$ cat src/rtl/vote_pkg.sv
// Shared types and constants for the vote tally scheduler and its BCD step.
package vote_pkg;

  typedef logic [3:0] bcd_digit_t;

  localparam bcd_digit_t BCD_MAX = 4'd9;

  typedef enum logic [1:0] {
    IDLE,
    INC,
    DONE
  } state_t;

endpackage

$ cat src/rtl/bcd_digit_step.sv
// One BCD digit plus carry-in; a 9 with carry wraps to 0 and carries out.
module bcd_digit_step
  import vote_pkg::*;
(
  input  bcd_digit_t i_digit,
  input  logic       i_carry,
  output bcd_digit_t o_digit,
  output logic       o_carry
);

  always_comb begin
    o_digit = i_digit;
    o_carry = 1'b0;
    if (i_carry) begin
      if (i_digit == BCD_MAX) begin
        o_digit = '0;
        o_carry = 1'b1;
      end else begin
        o_digit = i_digit + 4'd1;
      end
    end
  end

endmodule

$ cat src/rtl/vote_tally_scheduler.sv
// Round-robin shared digit-serial BCD incrementer for per-candidate vote tallies.
// Optional running total of all votes when VOTE_TOTAL_EN is defined.
module vote_tally_scheduler
  import vote_pkg::*;
#(
  parameter int NUM_CAND = 4,
  parameter int DIGITS   = 3
) (
  input  logic                        clock,
  input  logic                        reset,
  input  logic [NUM_CAND-1:0]         vote_req,
  output logic [NUM_CAND-1:0]         vote_ack,
  output logic                        busy,
  input  logic [$clog2(NUM_CAND)-1:0] rd_sel,
  output logic [4*DIGITS-1:0]         rd_count,
  output logic [NUM_CAND-1:0]         sat,
`ifdef VOTE_TOTAL_EN
  output logic [4*(DIGITS+1)-1:0]     total_count,
`endif
  output state_t                      dbg_state
);

  localparam int SEL_W = $clog2(NUM_CAND);
  localparam int TW    = 4*DIGITS;
`ifdef VOTE_TOTAL_EN
  localparam int XW = 4*(DIGITS+1);
  // Tally digits, one turnaround cycle, then the DIGITS+1 total digits.
  localparam logic [3:0] LAST_STEP = 4'(2*DIGITS+1);
  localparam logic [3:0] TURN_STEP = 4'(DIGITS);
`else
  localparam logic [3:0] LAST_STEP = 4'(DIGITS-1);
`endif

  state_t                r_state, w_state_next;
  logic [SEL_W-1:0]      r_ptr, r_grant, w_grant;
  logic [3:0]            r_step;
  logic                  r_carry, w_tally_carry;
  logic [TW-1:0]         r_work;
  logic [TW+3:0]         w_work_rot;
  logic [TW-1:0]         r_tally [NUM_CAND];
  logic [NUM_CAND-1:0]   r_armed, r_ack, r_sat, w_eligible, w_ack_next;
  logic [TW-1:0]         r_rd;
  logic                  w_found, w_rd_ok;
  logic [SEL_W-1:0]      w_idx;
  bcd_digit_t            w_step_din, w_dout;
  logic                  w_cout;

  assign w_eligible = vote_req & r_armed;
  assign w_rd_ok    = {1'b0, rd_sel} < (SEL_W+1)'(NUM_CAND);
  assign w_work_rot = {w_dout, r_work};

  // First eligible requester at or after the pointer, wrapping.
  always_comb begin
    w_grant = r_ptr;
    w_found = 1'b0;
    w_idx   = r_ptr;
    for (int k = 0; k < NUM_CAND; k++) begin
      if (!w_found && w_eligible[w_idx]) begin
        w_grant = w_idx;
        w_found = 1'b1;
      end
      w_idx = (w_idx == SEL_W'(NUM_CAND-1)) ? '0 : w_idx + 1'b1;
    end
  end

  always_comb begin
    w_state_next = r_state;
    w_ack_next   = '0;
    case (r_state)
      IDLE: if (w_found) w_state_next = INC;
      INC:  if (r_step == LAST_STEP) w_state_next = DONE;
      DONE: begin
        w_state_next = IDLE;
        w_ack_next   = NUM_CAND'(1) << r_grant;
      end
      default: w_state_next = IDLE;
    endcase
  end

`ifdef VOTE_TOTAL_EN
  logic          r_tcarry, w_tot_phase;
  logic [XW-1:0] r_tot_work, r_total;
  logic [XW+3:0] w_tot_rot;

  assign w_tot_phase   = r_step > TURN_STEP;
  assign w_step_din    = w_tot_phase ? r_tot_work[3:0] : r_work[3:0];
  assign w_tot_rot     = {w_dout, r_tot_work};
  assign w_tally_carry = r_tcarry;
  assign total_count   = r_total;
`else
  assign w_step_din    = r_work[3:0];
  assign w_tally_carry = r_carry;
`endif

  bcd_digit_step u_step (
    .i_digit (w_step_din),
    .i_carry (r_carry),
    .o_digit (w_dout),
    .o_carry (w_cout)
  );

  always_ff @(posedge clock) begin
    if (reset) begin
      r_state <= IDLE;
      r_ptr   <= '0;
      r_grant <= '0;
      r_step  <= '0;
      r_carry <= 1'b0;
      r_work  <= '0;
      r_armed <= '1;
      r_ack   <= '0;
      r_sat   <= '0;
      r_rd    <= '0;
      for (int i = 0; i < NUM_CAND; i++) r_tally[i] <= '0;
`ifdef VOTE_TOTAL_EN
      r_tcarry   <= 1'b0;
      r_tot_work <= '0;
      r_total    <= '0;
`endif
    end else begin
      r_state <= w_state_next;
      r_ack   <= w_ack_next;
      // A press is consumed by its ack and re-armed only once released.
      r_armed <= ~vote_req | (r_armed & ~w_ack_next);
      r_rd    <= w_rd_ok ? r_tally[rd_sel] : '0;
      case (r_state)
        IDLE: if (w_found) begin
          r_grant <= w_grant;
          r_work  <= r_tally[w_grant];
          r_step  <= '0;
          r_carry <= 1'b1;
`ifdef VOTE_TOTAL_EN
          r_tot_work <= r_total;
`endif
        end
        INC: begin
          r_step  <= r_step + 4'd1;
          r_carry <= w_cout;
`ifdef VOTE_TOTAL_EN
          if (r_step < TURN_STEP) begin
            r_work <= w_work_rot[TW+3:4];
          end else if (r_step == TURN_STEP) begin
            r_tcarry <= r_carry;
            r_carry  <= 1'b1;
          end else begin
            r_tot_work <= w_tot_rot[XW+3:4];
          end
`else
          r_work <= w_work_rot[TW+3:4];
`endif
        end
        DONE: begin
          // A carry out of the top digit means the tally was all 9s: hold it.
          if (w_tally_carry) r_sat[r_grant] <= 1'b1;
          else               r_tally[r_grant] <= r_work;
`ifdef VOTE_TOTAL_EN
          if (!r_carry) r_total <= r_tot_work;
`endif
          r_ptr <= (r_grant == SEL_W'(NUM_CAND-1)) ? '0 : r_grant + 1'b1;
        end
        default: ;
      endcase
    end
  end

  assign vote_ack  = r_ack;
  assign busy      = (r_state != IDLE);
  assign rd_count  = r_rd;
  assign sat       = r_sat;
  assign dbg_state = r_state;

endmodule

$ cat config.mk
export PLATFORM = sky130hd
export DESIGN_NAME = vote_tally_scheduler
export DESIGN_NICKNAME = d
export VERILOG_FILES = /design/src/rtl/vote_pkg.sv /design/src/rtl/bcd_digit_step.sv /design/src/rtl/vote_tally_scheduler.sv
export SDC_FILE = /design/constraint.sdc
export NUM_CORES = 1
export LEC_CHECK = 0
export ABC_CLOCK_PERIOD_IN_PS = 3600
export CAP_MARGIN = 10
export CORE_UTILIZATION = 59
export CTS_CLUSTER_DIAMETER = 50
export DETAILED_ROUTE_END_ITERATION = 8
export PLACE_DENSITY = 0.88
export RECOVER_POWER = 100
export SLEW_MARGIN = 20
export SYNTH_ARGS = -nofsm -noshare
export SYNTH_HDL_FRONTEND = slang
export SYNTH_SLANG_ARGS = --single-unit
$ cat constraint.sdc
create_clock -name clock -period 3.6 [get_ports clock]
set_clock_uncertainty 0.05 [all_clocks]
set_input_delay 0.72 -clock clock [delete_from_list [all_inputs] [get_ports clock]]
set_output_delay 0.72 -clock clock [all_outputs]
set_load 0.02 [all_outputs]
==> impl_metrics.env <==
export IMPL_status="complete, but fails checks"
export IMPL_violations="max-capacitance violations, max-slew violations"
export IMPL_grt_max_degree=38
export IMPL_die_h_um=90.59
export IMPL_finalSetupViolations=0
export IMPL_cts_tree="yes"
export IMPL_tns_ps=0
export IMPL_layout_setup_ws_ps=234.9
export IMPL_fillers=502
export IMPL_hold_end="sat[1]$_SDFFE_PP0P_"
export IMPL_fmax_ghz=0.2972
export IMPL_dr_total_vias=3378
export IMPL_p_leak_nw=1.987
export IMPL_htreeDepth=3
export IMPL_drive_gt1_frac=0.1149
export IMPL_grtUsageTotal=0.2607
export IMPL_rsz0062_at_grt="false"
export IMPL_grt_ovfl_total=0
export IMPL_clock_path_buffers=2
export IMPL_fin_crit_ps=3365
export IMPL_fp_row_count=31
export IMPL_cp_start_kind="primary input"
export IMPL_synthSimpleGateAreaFrac=0.2016
export IMPL_yosys_warnings=0
export IMPL_p_clk_frac=0.304
export IMPL_synth_net_count=427
export IMPL_cts_buffers=9
export IMPL_placed_area_sq_um=5079
export IMPL_timing_final_max_slew_violations=38
export IMPL_reg2reg_depth=9
export IMPL_firstDrtPassIters=5
export IMPL_portBuffers=30
export IMPL_cts_setup_buffers=0
export IMPL_cp_arrival_ps=3340
export IMPL_yosys_area_share_xor_xnor=0.003783
export IMPL_core_sq_um=7408
export IMPL_power_density_nw_per_um2=411.9
export IMPL_die_area_sq_um=8207
export IMPL_p_total_mw=2.158
export IMPL_grt_pass1_vias=3232
export IMPL_crit_path_end_kind="flip-flop"
export IMPL_synth_area_mux_share=0.1300
export IMPL_ys_seq_area_frac=0.5145
export IMPL_r2r_start="r_ptr[1]$_SDFFE_PP0N_"
export IMPL_finalNonFillerCells=543
export IMPL_netlist_instances=412
export IMPL_grt_pass1_wl_um=16430
export IMPL_hold_viol=0
export IMPL_cts_reportedPaths_clkPinSlew_ps=90
export IMPL_synth_distinct_cells=52
export IMPL_synth_compound_area_frac=0.09970
export IMPL_final_nets=454
export IMPL_synth_top_area_share=0.3113
export IMPL_min_from="sat[1]$_SDFFE_PP0P_"
export IMPL_gp_congestion=0.8596
export IMPL_place_inst=527
export IMPL_start_util=0.6251
export IMPL_die_width_um=90.59
export IMPL_yosysTopAreaCell="edfxtp_1"
export IMPL_cts_root_buf="clkbuf_8"
export IMPL_path_buf_inv=5
export IMPL_synth_edf_count=48
export IMPL_whs_ps=429.4
export IMPL_pwr_share_seq=0.569
export IMPL_drtIter0Drc=389
export IMPL_worstReg2RegEnd="r_work[6]$_SDFFE_PP0P_"
export IMPL_critPathMaxStageDelay_ps=1150
export IMPL_switching_power_uw=567.5
export IMPL_synth_seq_cells=95
export IMPL_cts_resized=0
export IMPL_crit_fanout=37
export IMPL_slowest_stage="clkbuf_1"
export IMPL_fin_crit_sh=0.9347
export IMPL_cts_hold_buffers=0
export IMPL_synth_area_sq_um=4631
export IMPL_max_vdd_ir_drop_v=0.0003509
export IMPL_insertedDiodeCount=0
export IMPL_cts_sinks=95
export IMPL_async_reset_ff_frac=0
export IMPL_clk_latency_ps=360
export IMPL_wl_per_cell_um=18.85
export IMPL_power_internal_mw=1.591
export IMPL_area_growth_pct=13.13
export IMPL_ios=31
export IMPL_ant_nets=0
export IMPL_hold_class="flip-flop to flip-flop"
export IMPL_path_cells="dlygate4sd3_1 -> clkbuf_1 -> inv_1 -> buf_4 -> o41ai_2 -> clkbuf_2"
export IMPL_path_delay_family="buffers and inverters"
export IMPL_final_util=0.7071
export IMPL_totalWireLength_um=10240
export IMPL_whs_path_depth=2
export IMPL_worstMarginPinSlew_ps=1578
export IMPL_required_ps=3580
export IMPL_reg2reg_slack_ps=380
export IMPL_swShare=0.2630
export IMPL_synth_top_family_by_area="simple AND/OR/NAND/NOR gates"
export IMPL_ys_flop_type="edfxtp_1"
export IMPL_p_comb_frac=0.127
export IMPL_cap_violations=1
export IMPL_hpwl_um=6672
export IMPL_dp_slack_ps=6.122
export IMPL_synthAdderAreaFrac=0.01891
export IMPL_antenna_found_initial=0
export IMPL_drcViolationCount=0
export IMPL_via_per_inst=6.221
export IMPL_final_area_sq_um=5239
export IMPL_syn_area_per_cell_sq_um=11.24
export IMPL_netlist_top_cells_area="edfxtp_1 31%, dfxtp_1 20%, and2_1 8.9%"
export IMPL_slew_limit_headroom=-0.05230
export IMPL_path_class="primary input to flip-flop"
worst max path at each step:
| stage | start | end | slack [ps] | cells after the start |
|---|---|---|---|---|
| floorplan | r_ptr[1]$_SDFFE_PP0N_ | r_work[5]$_SDFFE_PP0P_ | 590 | 9 |
| global placement | vote_req[0] | r_work[6]$_SDFFE_PP0P_ | 90 | 9 |
| detailed placement | vote_req[0] | r_work[6]$_SDFFE_PP0P_ | 6 | 9 |
| CTS | vote_req[0] | r_work[6]$_SDFFE_PP0P_ | 380 | 9 |
| global route | reset | r_tally[3][1]$_DFFE_PP_ | 110 | 6 |
| finish | reset | r_tally[3][6]$_DFFE_PP_ | 230 | 6 |
layer usage:
layer | global-route usage | wire length [um] | up-vias
li1 | - | - | 1565
met1 | 0.3561 | 4442 | 1657
met5 | 0 | 0 | -
met3 | 0.04461 | 655 | 17
met4 | 0.1022 | 195 | 0
met2 | 0.4154 | 4943 | 139
cell families (layout without fill, tap and decap cells):
logic type,count (synthesis),after routing
AOI/OAI and AO/OA,65,65
xor gates and xnor gates,2,2
adders and majority gates,7,7
buffers and inverters,36,68
DFF,95,95
muxes,40,40
and+or+nand+nor,167,167
registers in the layout, summed over array words and instances (netlist names):
name / flops
dbg_state: 2
r_carry: 1
vote_ack: 4
sat: 4
r_tally: 48
r_step: 4
r_armed: 4
r_work: 12
rd_count: 12
r_grant: 2
r_ptr: 2
Yosys cell counts (all sizes together) (4+ instances only):
| master | n |
|---|---|
| buf | 7 |
| nor2 | 14 |
| a31oi | 11 |
| clkbuf | 22 |
| and3 | 7 |
| mux4 | 15 |
| or3 | 6 |
| nand2b | 4 |
| inv | 7 |
| edfxtp | 48 |
| mux2i | 14 |
| or2 | 5 |
| nand2 | 30 |
| nor2b | 5 |
| dfxtp | 47 |
| nor3 | 8 |
| mux2 | 11 |
| o41ai | 7 |
| a221oi | 4 |
| a21oi | 22 |
| nand3 | 14 |
| and2 | 66 |
| ha | 7 |
| o21ai | 4 |
worst reg2reg max path: stages, from the launching register on:
cell and delay (ps):
dfxtp_1 390, ha_1 310, nor2_2 250, mux4_2 580, a21o_1 230, a211oi_4 240
buf_12 230, mux2_2 370, a221oi_1 280, a21oi_1 110
layout by cell type, fill, tap and decap left out, drive strengths merged, types with 8 or more instances in the layout:
cell type | synthesis | layout
dfxtp | 47 | 47
buf | 7 | 8
mux2 | 11 | 11
mux4 | 15 | 15
nor2 | 14 | 14
clkbuf | 22 | 19
a31oi | 11 | 11
edfxtp | 48 | 48
nor3 | 8 | 8
and2 | 66 | 66
dlygate4sd3 | 0 | 24
nand2 | 30 | 30
nand3 | 14 | 14
a21oi | 22 | 22
mux2i | 14 | 14
inv | 7 | 8
layout make-up:
| cell class | count | area, sq um | share of cell area |
|---|---|---|---|
| clock buffers | 12 | 156.4 | 0.02985 |
| clock inverters | 4 | 27.53 | 0.005254 |
| flip-flops and latches | 95 | 2382 | 0.4547 |
| well taps | 99 | 123.9 | 0.02364 |
| multi-input cells | 281 | 2121 | 0.4048 |
| repair buffers | 45 | 401.6 | 0.07667 |
| inverters | 7 | 26.28 | 0.005016 |
power by group through the flow:
stage	logic, mW	clock network, mW	registers [mW]
after floorplan	0.184	0	1.24
after global placement	0.268	0	1.25
after detailed placement	0.274	0	1.25
after CTS	0.277	0.666	1.23
after global routing	0.295	0.713	1.23
final	0.273	0.656	1.23
Note: power is estimated with default switching activity, not from simulation.
